[src/rtl/parity_frame_if.sv]
// Handshake bundle for the parity frame controller: frame input channel and result output channel.
// The controller takes the slave side; the frame source/result consumer takes the master side.
interface parity_frame_if #(
   parameter int WIDTH = 8
);
   logic             in_valid;
   logic             in_ready;
   logic [WIDTH-1:0] in_data;
   logic             in_par;
   logic             out_valid;
   logic             out_ready;
   logic             out_err;
   logic             out_par;

   modport master (
      output in_valid, in_data, in_par, out_ready,
      input  in_ready, out_valid, out_err, out_par
   );

   modport slave (
      input  in_valid, in_data, in_par, out_ready,
      output in_ready, out_valid, out_err, out_par
   );
endinterface

[src/rtl/parity_frame_controller.sv]
// Serialises each accepted frame LSB first through a running-parity register and reports
// pass/fail against the transmitted parity bit, with a saturating error counter.
module parity_frame_controller #(
   parameter int WIDTH      = 8,
   parameter bit ODD_PARITY = 1'b0,
   parameter int CNT_W      = 8
) (
   input  logic             clk,
   input  logic             rst,
   parity_frame_if.slave    bus,
   output logic             busy,
   output logic [CNT_W-1:0] err_count,
   input  logic             clr_count
);

   typedef enum logic [1:0] {
      IDLE  = 2'd0,
      SHIFT = 2'd1,
      DONE  = 2'd2
   } state_t;

   localparam int             CW      = (WIDTH > 1) ? $clog2(WIDTH) : 1;
   localparam logic [CW-1:0]  LAST    = CW'(WIDTH - 1);
   localparam logic [CNT_W-1:0] CNT_MAX = '1;

   state_t           state;
   state_t           state_nxt;
   logic [WIDTH-1:0] sreg;
   logic [CW-1:0]    bit_cnt;
   logic             parity;
   logic             held_par;
   logic             last_bit;
   logic             err_nxt;

   assign last_bit = (bit_cnt == LAST);
   // Error as it will stand once the final bit has been folded in on this edge
   assign err_nxt  = parity ^ sreg[0] ^ held_par ^ ODD_PARITY;

   always_ff @(posedge clk) begin
      if (rst) state <= IDLE;
      else     state <= state_nxt;
   end

   always_comb begin
      state_nxt = state;
      case (state)
         IDLE:    if (bus.in_valid) state_nxt = SHIFT;
         SHIFT:   if (last_bit)     state_nxt = DONE;
         DONE:    if (bus.out_ready) state_nxt = IDLE;
         default: state_nxt = IDLE;
      endcase
   end

   always_ff @(posedge clk) begin
      if (rst) begin
         sreg     <= '0;
         bit_cnt  <= '0;
         parity   <= 1'b0;
         held_par <= 1'b0;
      end else begin
         case (state)
            IDLE: begin
               if (bus.in_valid) begin
                  sreg     <= bus.in_data;
                  held_par <= bus.in_par;
                  parity   <= 1'b0;
                  bit_cnt  <= '0;
               end
            end
            SHIFT: begin
               parity  <= parity ^ sreg[0];
               sreg    <= sreg >> 1;
               bit_cnt <= bit_cnt + CW'(1);
            end
            default: ;
         endcase
      end
   end

   // Clear beats a same-edge increment; the count sticks at all-ones
   always_ff @(posedge clk) begin
      if (rst)
         err_count <= '0;
      else if (clr_count)
         err_count <= '0;
      else if (state == SHIFT && last_bit && err_nxt && err_count != CNT_MAX)
         err_count <= err_count + CNT_W'(1);
   end

   assign bus.in_ready  = (state == IDLE);
   assign bus.out_valid = (state == DONE);
   assign bus.out_par   = (state == DONE) & parity;
   assign bus.out_err   = (state == DONE) & (parity ^ held_par ^ ODD_PARITY);
   assign busy          = (state != IDLE);

endmodule

[src/flat_wrapper.sv]
// flat-port wrapper written by rule: the top's interface ports become plain ports
module parity_frame_controller_flat 
#(
   parameter int WIDTH      = 8,
   parameter bit ODD_PARITY = 1'b0,
   parameter int CNT_W      = 8
)
  (clk, rst, busy, err_count, clr_count, bus_in_valid, bus_in_data, bus_in_par, bus_out_ready, bus_in_ready, bus_out_valid, bus_out_err, bus_out_par);
  parity_frame_if #(.WIDTH(WIDTH)) bus_i ();
  input  logic clk;
  input  logic rst;
  output logic busy;
  output logic [CNT_W-1:0] err_count;
  input  logic clr_count;
  input wire logic [$bits(bus_i.in_valid)-1:0] bus_in_valid;
  input wire logic [$bits(bus_i.in_data)-1:0] bus_in_data;
  input wire logic [$bits(bus_i.in_par)-1:0] bus_in_par;
  input wire logic [$bits(bus_i.out_ready)-1:0] bus_out_ready;
  output wire logic [$bits(bus_i.in_ready)-1:0] bus_in_ready;
  output wire logic [$bits(bus_i.out_valid)-1:0] bus_out_valid;
  output wire logic [$bits(bus_i.out_err)-1:0] bus_out_err;
  output wire logic [$bits(bus_i.out_par)-1:0] bus_out_par;
  assign bus_i.in_valid = bus_in_valid;
  assign bus_i.in_data = bus_in_data;
  assign bus_i.in_par = bus_in_par;
  assign bus_i.out_ready = bus_out_ready;
  assign bus_in_ready = bus_i.in_ready;
  assign bus_out_valid = bus_i.out_valid;
  assign bus_out_err = bus_i.out_err;
  assign bus_out_par = bus_i.out_par;
  parity_frame_controller #(.WIDTH(WIDTH), .ODD_PARITY(ODD_PARITY), .CNT_W(CNT_W)) u_core (.clk(clk), .rst(rst), .bus(bus_i), .busy(busy), .err_count(err_count), .clr_count(clr_count));
endmodule
[config.mk]
export PLATFORM = sky130hd
export DESIGN_NAME = parity_frame_controller_flat
export DESIGN_NICKNAME = d
export VERILOG_FILES = /design/src/rtl/parity_frame_if.sv /design/src/rtl/parity_frame_controller.sv /design/src/flat_wrapper.sv
export SDC_FILE = /design/constraint.sdc
export NUM_CORES = 1
export LEC_CHECK = 0
export CAP_MARGIN = 15
export CORE_MARGIN = 2
export CORE_UTILIZATION = 58
export DETAILED_ROUTE_END_ITERATION = 16
export DONT_BUFFER_PORTS = 1
export PLACE_DENSITY = 0.74
export SLEW_MARGIN = 10
export SYNTH_ARGS = -nofsm -noshare
export SYNTH_HDL_FRONTEND = slang
export SYNTH_SLANG_ARGS = --single-unit
[constraint.sdc]
create_clock -name clk -period 3.5 [get_ports clk]
set_input_delay 0.7 -clock clk [delete_from_list [all_inputs] [get_ports clk]]
set_output_delay 0.7 -clock clk [all_outputs]
set_load 0.1 [all_outputs]
==> results of run 1 <==
==> path summary, 6_finish.rpt <==
kind	from	to	slack [ns]
max	u_core.state[0]$_SDFFE_PP0P_	busy	1.04
min	rst	u_core.state[1]$_SDFFE_PP0P_	0.45
max reg2reg	u_core.err_count[2]$_SDFFE_PP0P_	u_core.err_count[7]$_SDFFE_PP0P_	1.39
min reg2reg	u_core.bit_cnt[0]$_SDFFE_PP0P_	u_core.bit_cnt[0]$_SDFFE_PP0P_	0.48
==> kinds of logic (layout without fill, tap and decap cells) <==
kind of cell	after synthesis	in the layout	synth area share [%]
DFF	23	23	40.2
adders and majority gates	3	3	3.28
muxes	3	3	2.62
xor gates and xnor gates	3	3	3.61
buffers and inverters	6	15	2.84
AOI/OAI and AO/OA	26	26	17.4
and+or+nand+nor	72	72	30.1
==> report_power, final <==
part	switching, uW	internal [uW]
registers	8.99	273
logic	36.5	19.9
clock network	78.6	42.5
total	124	336
==> state kept, by name, summed over array words and instances, names as in the netlist <==
register          cells
u_core.held_par       1
u_core.state          2
u_core.sreg           8
u_core.parity         1
u_core.err_count      8
u_core.bit_cnt        3
==> final cells by class <==
cell class / instances / area (um2)
tap: 27 / 33.8
clock buffer: 3 / 22.5
clock inverter: 1 / 5.00
inverter: 1 / 3.75
multi-input combinational: 107 / 657
fill: 167 / 644
timing repair buffer: 10 / 75.1
sequential: 23 / 460
==> per-layer routing <==
metal | wire, um | up-vias
met1 | 954 | 457
met4 | 29 | 0
met2 | 1140 | 16
met5 | 0 | -
met3 | 89 | 4
li1 | - | 500
==> cells in the final DEF, fill, tap and decap left out, drive strengths merged, types with 3 or more instances in the layout <==
cell,synthesis,routed
a211oi,4,4
a21oi,7,7
a311oi,7,7
buf,0,10
clkbuf,5,3
dfxtp,23,23
ha,3,3
mux2i,3,3
nand2,20,20
nand2b,4,4
nand3,5,5
nand3b,3,3
nor2,23,23
nor4,3,3
o21ai,4,4
or2,3,3
==> worst register-to-register path: stages (launching register included) <==
cell     delay [ns]
dfxtp_1        1.09
nand3_1        0.30
nor4_1         0.35
mux2i_1        0.22
nor2_1         0.05
==> stage by stage <==
step	area [um2]	cells	hold WS [ns]	utilization, %	total power [uW]
after floorplan	1140	136	0.444	-	339
after detailed placement	1230	168	0.469	64.7	345
after global placement	1230	168	0.452	64.7	343
after CTS	1260	172	0.435	66.1	464
final	1260	172	0.448	66.1	460
after global routing	1260	172	0.424	66.1	481
==> metrics.cfg, run 1 <==
[outcome]
status = finished, final reports clean

[clocking]
cts_resized = 0
cts_setup_buffers = 0
tritoncts = yes
clock_path_buffers = 2
clock_tree.root_cell = clkbuf_4
cts.clk_slew.worst_paths_ns = 0.13
clkLatencyLatePin_ns = 0.30
cts_sinks = 23
cts_hold_buffers = 0
cts_made_buffers = 3
h-tree-depth = 1

[cells_and_area]
drive_gt1_share_pct = 15.2
antenna-diode-count = 0
syn_to_final_growth_pct = 9.84
final_nets = 163

[die]
chipWidth_um = 48.4
core_area_um2 = 1900
io_pins = 27
start_util_pct = 60.2
fp-row-count = 16
fp.dieH_um = 48.4
die_area_um2 = 2350

[route]
vias = 977
wl_per_cell_um = 12.9
vias_per_cell = 5.68
antenna_left = 0
first_pass_iters = 4
drc = 0
wl_um = 2210
dr.first_iter.drc_count = 16

[yosys]
synth_seq_cells = 23
synth_ff_type = dfxtp_1
synth_warnings = 0
yosys.cell_types.count = 32
syn_inst = 136
yosysSeqAreaShare_pct = 40.2
synthArstFlopShare_pct = 0
synth_top_area_share_pct = 40.2
netlist_area_um2 = 1140
synth_area_leaders = dfxtp_1, nor2_1, nand2_1
syn_avg_cell_area_um2 = 8.42
synth-edff-count = 0
syn_nets = 153
synthTopCellsByCount = dfxtp_1, nor2_1, nand2_1
synth.largest_area_cell = dfxtp_1

[min_path]
hp-class = input pin to flop
hold_depth = 1

[worst_setup_path]
critPathTopFamily = buffers and inverters
r2r_cells = 4
cp_max_fo = 8
cpPeakStageDelay_ns = 0.64
critical_path_buf_inv_count = 2
critPathLaunchType = flop
cp_num_cells = 3
crit_required_ns = 2.80
crit_chain = nor2_2, buf_4, inv_1
cpMaxStageDelayCell = inv_1
crit_type = flop to output pin
end_kind = output pin
arrival_ns = 1.76

[timing]
worstMarginPinSlew_ns = 1.13
finalHoldViolCount = 0
finalSetupViolCount = 0
fmax_ghz = 0.406
layout_setup_ws_ns = 1.04
rsz0062_at_grt = false
relSlewSlack_pct = 24.7
fin_crit_sh_pct = 70.3
slew_violations = 0
skew_ns = 0.00287
tns_ns = 0
min_period_ns = 2.46

[global_routing]
grtUsageMet3_pct = 6.17
met2_usage_pct = 35.0
busiest_layer = met2
grt_pass1_vias = 920
antenna_found_initial = 0
gr-total-overflow = 0
grt_max_degree = 19
grtUsageTotal_pct = 20.7
grt_pass1_wl_um = 3870
use_met1_pct = 24.7

[power_and_ir_drop]
p_per_area_nw_per_um2 = 366
vdd.ir_drop.worst_mv = 0.194
p_leak_uw = 0.000496

[place]
globalplace.congestion = 0.797
dp_hpwl_um = 1670
io_buffers = 0
post-place-ws_ns = 1.39

[flow_run]
drv_cap = 0

No activity file was read; power rests on OpenSTA's default activity.
==> run 2: changes to the inputs <==
Settings changed: CORE_UTILIZATION 58 to 54, PLACE_DENSITY 0.74 to 0.72.
Clock period 3.5 ns to 2.1 ns, I/O delays scaled along.
==> run 2 against run 1 <==
- clock-buffer cell count did not move
- core utilization up 1.6 points
- design area up 6.7%
- via count increased by 3.3%
- register-to-register slack worse by 1.1 ns
- sequential share of layout area decreased by 2.1 points
- highest routed layer is now met3
- clock power rose by 65%
==> metrics.cfg, run 2 (synthesis results as in run 1) <==
[worst_setup_path]
cp_max_fo = 9  ; +1
cpMaxStageDelayCell = dfxtp_1
crit_required_ns = 1.68  ; -1.12 ns
critPathLaunchType = flop
critPathTopFamily = flip-flops
end_kind = output pin
arrival_ns = 1.42  ; -0.34 ns
cpPeakStageDelay_ns = 0.52  ; -0.12 ns
crit_chain = nor2b_4, and2_1, buf_12
critical_path_buf_inv_count = 1  ; -1
crit_type = flop to output pin

[timing]
min_period_ns = 1.84
skew_ns = 0.00183  ; -0.00103 ns
fmax_ghz = 0.543
fin_crit_sh_pct = 87.7
slew_violations = 0  ; unchanged
hold_slack_ns = 0.166  ; -0.283 ns
rsz0062_at_grt = false
relSlewSlack_pct = 72.5  ; +48 points
finalSetupViolCount = 0  ; unchanged
finalHoldViolCount = 0  ; unchanged
worstMarginPinSlew_ns = 0.409  ; -0.719 ns

[power_and_ir_drop]
vdd.ir_drop.worst_mv = 0.534  ; +180%
p_total_uw = 774  ; +68%
p_per_area_nw_per_um2 = 577  ; +58%
p_leak_uw = 0.000536  ; +8.0%

[clocking]
h-tree-depth = 1  ; unchanged
cts_resized = 0  ; unchanged
cts_hold_buffers = 0  ; unchanged
clkLatencyLatePin_ns = 0.30  ; about the same
cts.clk_slew.worst_paths_ns = 0.12  ; about the same
clock_tree.root_cell = clkbuf_4
tritoncts = yes
cts_sinks = 23  ; unchanged
cts_made_buffers = 3  ; unchanged
clock_path_buffers = 2  ; unchanged
cts_setup_buffers = 0  ; unchanged

[place]
postPlaceCellArea_um2 = 1310  ; +6.8%
dp_hpwl_um = 1760  ; +5.4%
io_buffers = 0  ; unchanged
place_inst = 174  ; +3.6%
globalplace.congestion = 0.785  ; -1.5%

[cells_and_area]
final_core_util_pct = 67.7  ; +1.6 points
layout_commonest_cell = nor2_1
final_nets = 169  ; +3.7%
drive_gt1_share_pct = 20.5  ; +5.4 points
final_cell_area_um2 = 1340  ; +6.7%
syn_to_final_growth_pct = 17.2
antenna-diode-count = 0  ; unchanged
layout.cells.non_filler = 178  ; +3.5%
top_regs = u_core.err_count (8), u_core.sreg (8), u_core.bit_cnt (3)
final_cell_mix = nor2_1, dfxtp_1, nand2_1

[route]
antenna_left = 0  ; unchanged
drc = 0  ; unchanged
dr.first_iter.drc_count = 31  ; +15
vias_per_cell = 5.67  ; -0.21%
vias = 1009  ; +3.3%
wl_um = 2300  ; +4.1%
wl_per_cell_um = 12.9  ; +0.56%
first_pass_iters = 4  ; unchanged

[min_path]
hp-class = input pin to flop

[global_routing]
grt_pass1_vias = 894  ; -2.8%
gr-total-overflow = 0  ; unchanged
grtUsageTotal_pct = 19.9  ; -0.83 points
grt_max_degree = 19  ; unchanged
antenna_found_initial = 0  ; unchanged
grt_pass1_wl_um = 3910  ; +1.1%

[die]
fp-row-count = 16  ; unchanged
die_area_um2 = 2500  ; +6.8%
chipWidth_um = 50.0  ; +3.3%
io_pins = 27  ; unchanged
start_util_pct = 57.8  ; -2.4 points
core_area_um2 = 1980  ; +4.2%
fp.dieH_um = 50.0  ; +3.3%

[outcome]
status = finished, final reports clean

[flow_run]
drv_cap = 0  ; unchanged

-- run 2: cell types whose count changed in the layout (fill, tap and decap cells not counted) --
cell,previous run,this run
buf_12,0,2
dfxtp_2,0,2
and2_1,2,1
and2_2,0,1
nor2b_4,0,1
nor2_2,1,0
nor2_4,0,1
nor2b_2,1,0
dfxtp_1,23,21
buf_4,10,14
-- run 2: per-stage QoR --
| stage | TNS, ns | setup WS (ns) |
|---|---|---|
| final | 0 | 0.258 |
| after detailed placement | 0 | 0.314 |
| after CTS | 0 | 0.255 |
| after global placement | 0 | 0.426 |
| after floorplan | -0.219 | -0.219 |
| after global routing | 0 | 0.120 |
-- run 2: metal layers --
| layer | GRT usage [%] | routed length, um | vias up |
|---|---|---|---|
| li1 | - | - | 512 |
| met1 | 27.1 | 1060 | 456 |
| met2 | 34.0 | 1080 | 41 |
| met3 | 3.64 | 167 | 0 |
| met4 | 1.39 | 0 | 0 |
| met5 | 0 | 0 | - |
-- run 2: worst paths after layout --
kind	from	to	slack [ns]	depth (start not counted)
max	u_core.state[1]$_SDFFE_PP0P_	bus_out_err	0.26	3
min	rst	u_core.sreg[2]$_SDFFE_PP0P_	0.17	1
max reg2reg	u_core.bit_cnt[0]$_SDFFE_PP0P_	u_core.err_count[5]$_SDFFE_PP0P_	0.27	6
min reg2reg	u_core.bit_cnt[0]$_SDFFE_PP0P_	u_core.bit_cnt[0]$_SDFFE_PP0P_	0.49	1
-- run 2: worst register-to-register path, delay by kind of cell (launching register included) --
family | cells | cell delay [ns]
DFF | 1 | 0.38
AOI/OAI and AO/OA | 2 | 0.41
adders and majority gates | 2 | 0.33
and+or+nand+nor | 2 | 0.59
-- run 2: final cells by class --
cell class / count / area (um2)
inverter: 1 / 3.75
clock buffer: 3 / 22.5
tap: 27 / 33.8
clock inverter: 1 / 5.00
fill: 166 / 641
multi-input combinational: 107 / 668
timing repair buffer: 16 / 145
sequential: 23 / 463
-- run 2: power breakdown --
part	total (uW)	switching [uW]	internal, uW
Sequential	468	12.6	455
Clock	200	129	71.0
Combinational	107	66.2	40.4
Total	774	208	566
